--- src/rtl/fifo_rd_ctrl.sv ---
// Read-side controller of the gray-pointer asynchronous FIFO (read clock domain only).
// Synchronises the write pointer, tracks occupancy and streams words out through a valid/ready register.
module fifo_rd_ctrl #(
    parameter int data_width  = 4,
    parameter int addr_width  = 2,
    parameter int sync_stages = 2
) (
    input  logic                  clk,
    input  logic                  rst,
    input  logic [addr_width:0]   wptr_gray,
    input  logic [data_width-1:0] rd_data,
    output logic [addr_width-1:0] rd_addr,
    output logic [addr_width:0]   rptr_gray,
    output logic                  rd_en,
    output logic [data_width-1:0] data_out,
    output logic                  data_valid,
    input  logic                  data_ready,
    output logic                  mem_empty,
    output logic [addr_width:0]   rd_count
);

    localparam int PW = addr_width + 1;

    // Handshake: a word moves downstream on every rising edge where data_valid && data_ready;
    // data_out is stable and data_valid stays high until that edge.
    typedef enum logic {
        IDLE = 1'b0,
        HOLD = 1'b1
    } state_t;

    state_t                state_q, state_d;
    logic [PW-1:0]         sync_q [sync_stages];
    logic [PW-1:0]         wsync_gray;
    logic [PW-1:0]         wsync_bin;
    logic [PW-1:0]         rbin_q, rbin_d, rbin_inc;
    logic [PW-1:0]         rptr_gray_q, rptr_gray_d;
    logic [data_width-1:0] data_out_q, data_out_d;

    // Plain flop chain: nothing else may look at wptr_gray before the last stage.
    always_ff @(posedge clk or posedge rst) begin
        if (rst) begin
            for (int i = 0; i < sync_stages; i++) sync_q[i] <= '0;
        end else begin
            sync_q[0] <= wptr_gray;
            for (int i = 1; i < sync_stages; i++) sync_q[i] <= sync_q[i-1];
        end
    end

    assign wsync_gray = sync_q[sync_stages-1];

    // Bit i of the binary value is the XOR of all gray bits at and above i.
    always_comb begin
        wsync_bin = '0;
        for (int i = 0; i < PW; i++) wsync_bin[i] = ^(wsync_gray >> i);
    end

    assign mem_empty  = (rptr_gray_q == wsync_gray);
    assign rd_count   = wsync_bin - rbin_q;
    assign rbin_inc   = rbin_q + PW'(1);
    assign data_valid = (state_q == HOLD);
    assign data_out   = data_out_q;
    assign rptr_gray  = rptr_gray_q;
    assign rd_addr    = rbin_q[addr_width-1:0];

    always_comb begin
        state_d     = state_q;
        data_out_d  = data_out_q;
        rbin_d      = rbin_q;
        rptr_gray_d = rptr_gray_q;
        rd_en       = 1'b0;
        if (!mem_empty && (state_q == IDLE || data_ready)) begin
            rd_en       = 1'b1;
            data_out_d  = rd_data;
            rbin_d      = rbin_inc;
            rptr_gray_d = rbin_inc ^ (rbin_inc >> 1);
            state_d     = HOLD;
        end else if (state_q == HOLD && data_ready) begin
            state_d = IDLE;
        end
    end

    always_ff @(posedge clk or posedge rst) begin
        if (rst) begin
            state_q     <= IDLE;
            data_out_q  <= '0;
            rbin_q      <= '0;
            rptr_gray_q <= '0;
        end else begin
            state_q     <= state_d;
            data_out_q  <= data_out_d;
            rbin_q      <= rbin_d;
            rptr_gray_q <= rptr_gray_d;
        end
    end

endmodule

--- config.mk ---
export PLATFORM = sky130hd
export DESIGN_NAME = fifo_rd_ctrl
export DESIGN_NICKNAME = d
export VERILOG_FILES = /design/src/rtl/fifo_rd_ctrl.sv
export SDC_FILE = /design/constraint.sdc
export NUM_CORES = 1
export LEC_CHECK = 0
export BUFFER_PORTS_ARGS = -buffer_cell sky130_fd_sc_hd__buf_4
export CAP_MARGIN = 20
export CORE_UTILIZATION = 50
export CTS_BUF_LIST = sky130_fd_sc_hd__clkbuf_8
export DETAILED_ROUTE_END_ITERATION = 7
export PLACE_DENSITY = 0.8
export SETUP_SLACK_MARGIN = 0.3
export SLEW_MARGIN = 20
export SYNTH_ARGS = -nofsm -noshare
export SYNTH_HDL_FRONTEND = slang
export SYNTH_SLANG_ARGS = --single-unit
--- constraint.sdc ---
create_clock -name clk -period 1.9 [get_ports clk]
set_clock_uncertainty 0.1 [all_clocks]
set_input_delay 0.095 -clock clk [delete_from_list [all_inputs] [get_ports clk]]
set_output_delay 0.095 -clock clk [all_outputs]
set_load 0.05 [all_outputs]
# Word-level counts from Yosys, hierarchy flattened

Index checks and enable logic that the tools add are counted.

Memories: 0
Memory bits (read-only): 0
Register bits after elaboration: 17
Bits in latches: 0
Output and inout port bits: 15
Bits in writable memories: 0

Divide/modulo/power cells: 0
$lt $le $gt $ge: 0
Mux-type cells: 3
$mul: 0
Equality and inequality tests: 1
$add $sub $neg: 2
Reductions and logical operators: 8
Bitwise operators: 2
Shifts and indexed selects: 0

Operator list:

| kind                | count |
|---|---|
| $reduce_xor 3->1    | 3 |
| $add 3x1->3 const B | 1 |
| $eq 3x3->1          | 1 |
| $mux 1              | 3 |
| $sub 3x3->3         | 1 |
| $xor 3x2->3         | 1 |
| $logic_and 1x1->1   | 2 |
| $reduce_bool 2->1   | 1 |
| $logic_not 1->1     | 1 |
| $logic_or 1x1->1    | 1 |
| $not 1->1           | 1 |

# Longest topological paths before layout

Word-level depth: 4
Gate-level depth with buffers: 6
Gate-level depth less buffers: 6

# Least setup slack after synthesis

Ideal clock, no wire load.

Kind: flip-flop to output port
From: register sync_q (netlist bit wsync_gray[2])
To: output port rd_count[2]
Path buffers: 0
Path slack: -0.520 ns
Cell stages (with the launch flop): 7
Arrival: 2.225 ns
Required time: 1.705 ns
Cells stage by stage: dfrtp_1 > xor2_1 > xnor2_1 > ha_1 > inv_1 > fa_1 > xnor2_1

Cells in the longest elaborated chain, start to end: 2

Ends and longest elaborated chain:

| element          | line | RTL |
|---|---|---|
| start, declared  | 32   | `logic [PW-1:0] sync_q [sync_stages];` |
| $reduce_xor 3->1 | 54   | `for (int i = 0; i < PW; i++) wsync_bin[i] = ^(wsync_gray >> i);` |
| $sub 3x3->3 *    | 58   | `assign rd_count = wsync_bin - rbin_q;` |
| end, declared    | 19   | `output logic [addr_width:0] rd_count` |

Every way passes the cells marked *; elsewhere a longest branch is shown, timed or not.

# Final worst setup path

From: register sync_q (netlist bit wsync_gray[1])
To: output port rd_count[2]

The elaborated chain is that of the path after synthesis.

==> impl_metrics.tcl <==
set metrics [dict create \
    synth_top_cell_by_area "dfrtp_1" \
    cp_slowest_cell "dfrtp_1" \
    overflow 0 \
    yosysSeqAreaShare_pct 56.1 \
    htreeDepth 1 \
    synth_edf_count 0 \
    grt_pass1_wl_um 2370 \
    rows 13 \
    fp.coreArea_um2 1320 \
    hold_class "primary input to register" \
    io_buffers 24 \
    yosysWarningCount 0 \
    dieArea_um2 1580 \
    setup_viol 7 \
    die_w_um 39.8 \
    clkLatencyLatePin_ps 240 \
    slew_headroom_pct 60.3 \
    die_y_um 39.8 \
    finalMaxSlewViolations 0 \
    drive_above_1_share_pct 61.5 \
    yosysUniqueCellTypes 14 \
    violations "negative setup slack" \
    start_kind "register" \
    async_reset_ff_share_pct 100 \
    max_stage_delay_ps 420 \
    setup_ws_ps -207 \
    synth_nets 60 \
    yosys.area.top_type_share_pct 56.1 \
    ys_seq_elements 16 \
    synth_commonest_cells "dfrtp_1 (16), mux2_4 (7), xnor2_1 (6)" \
    finalCriticalPeriod_ps 2110 \
    drtAntennaViolNets 0 \
    drt_first_iter_violations 5 \
    cp_top_family "adder cells" \
    ios 25 \
    cts_inserted_buffers 3 \
    path_cells "xor2_2 -> xnor2_1 -> ha_1 -> inv_1 -> fa_2 -> xnor2_4 -> buf_6" \
    grt.total_usage_pct 25.1 \
    hold_slack_ps 172 \
    drc 0 \
    ys_top_cells_by_area "dfrtp_1 (56%), mux2_4 (15%), xnor2_1 (7.4%)" \
    cp_num_buf_inv 2 \
    area_growth_pct 70.9 \
    grt_pass1_vias 491 \
    timing.final.crit_share_pct 111 \
    dr.pass1.iters 4 \
    gp_congestion 0.661 \
    path_clk_slew_ps 60 \
    routed_wl_um 1840 \
    antenna_found_initial 0 \
    status "finished with violations" \
    hold_viol_final 0 \
    rsz0062_at_grt "yes" \
    initial_utilization_pct 54.1 \
    vias_per_cell 5.01 \
    wl_per_cell_um 17.3 \
    critPathMaxFanout 2 \
    clk_path_buf_depth 2 \
    syn_avg_cell_area_um2 15.2 \
    worstSetupPathType "register to output port" \
    arrival_ps 1910 \
    synth_area_um2 713 \
    syn_inst 47 \
    grt_max_degree 17 \
    cap_violations 0 \
    clock-root-buffer "clkbuf_8" \
    cts_tree "yes" \
    crit_required_ps 1700 \
    via_count 531 \
    antenna_cells 0 \
    cp-end-kind "output port" \
    clkSinkCount 16 \
    worstMarginPinSlew_ps 595 \
    dp_hpwl_um 993 \
    yosysMostFrequentCell "dfrtp_1" \
    synth_ff_type "dfrtp_1" \
    fmax_mhz 475 \
    layout.nets 106 \
]
## per-stage QoR
stage	setup TNS (ps)	util [%]	std cells	instance area [um2]	worst slack, ps
5_1_grt	-765	92.5	106	1220	-276
6_report	-489	92.5	106	1220	-207
2_1_floorplan	0	-	47	758	21.6
3_5_place_dp	-86.4	72.9	87	961	-49.1
4_1_cts	-397	88.9	103	1170	-204
3_3_place_gp	0	72.9	87	961	24.1
## path summary, 6_finish.rpt
kind	to	cells past startpoint	from	slack, ps
min in group asynchronous	wsync_gray[1]$_DFF_PP0_	3	rst	380
max reg2reg	rptr_gray[0]$_DFFE_PP0P_	6	wsync_gray[2]$_DFF_PP0_	-30
min reg2reg	wsync_gray[1]$_DFF_PP0_	0	sync_q[4]$_DFF_PP0_	260
max	rd_count[2]	7	wsync_gray[1]$_DFF_PP0_	-210
max in group asynchronous	rptr_gray[0]$_DFFE_PP0P_	3	rst	900
min	data_valid$_DFFE_PP0P_	3	data_ready	170
## layout by cell type, fill, tap and decap left out
master         netlist  routed
clkbuf_8             0       3
mux2_4               7       7
xnor2_1              6       5
xnor2_4              0       1
o31a_4               0       1
inv_1                4       3
dfrtp_1             16      12
buf_4                0      25
fa_2                 0       1
buf_12               0       1
inv_2                0       1
nand2b_1             1       1
ha_1                 2       2
xor2_1               4       3
buf_8                0       2
nand2_1              1       1
buf_6                1       6
o311ai_4             0       1
dfrtp_2              0       4
xor2_2               1       2
nor3_4               0       1
dlygate4sd3_1        0       8
## routing by layer
metal | track usage (%) | routed length, um | vias up
li1 | - | - | 239
met1 | 30.3 | 800 | 270
met5 | 0 | 0 | -
met4 | 5.17 | 14 | 0
met2 | 45.1 | 966 | 20
met3 | 5.11 | 54 | 2
## flip-flops by register name, indices dropped and copies added (netlist names)
signal	count
data_out	4
rptr_gray	3
sync_q	3
wsync_gray	3
rbin_q	2
data_valid	1
## layout make-up
type | instances | area [um2]
Sequential cell | 16 | 405
Timing Repair Buffer | 42 | 385
Multi-Input combinational cell | 26 | 353
Fill cell | 44 | 98.8
Clock buffer | 3 | 41.3
Tap cell | 15 | 18.8
Inverter | 4 | 15.0
## worst reg2reg max path: stages (launching register included)
cell	delay (ps)
dfrtp_1	410
buf_4	150
buf_6	110
xor2_2	190
o31a_4	410
buf_12	150
mux2_4	290
## cell families (layout without fill, tap and decap cells)
logic type | after synthesis | in the layout | synth area share (%)
xor gates and xnor gates | 11 | 11 | 14.6
adders and majority gates | 3 | 3 | 6.32
DFF | 16 | 16 | 56.1
muxes | 7 | 7 | 14.7
and+or+nand+nor | 3 | 3 | 2.10
buffers and inverters | 5 | 49 | 3.68
AOI/OAI and AO/OA | 2 | 2 | 2.46
## timing repair
| action | 4_1_cts | 5_1_grt |
|---|---|---|
| buffers inserted | 5 | 3 |
| gates resized for setup | 10 | 6 |
| endpoints found under the setup margin | 13 | 14 |
| hold buffers | 8 | 0 |
| endpoints found under the hold margin | 23 | 0 |
| pin swaps | 3 | 4 |
Power is left out: the tool's default activity adds up to more than one toggle a clock period on the data nets, which glitch-free logic cannot reach.
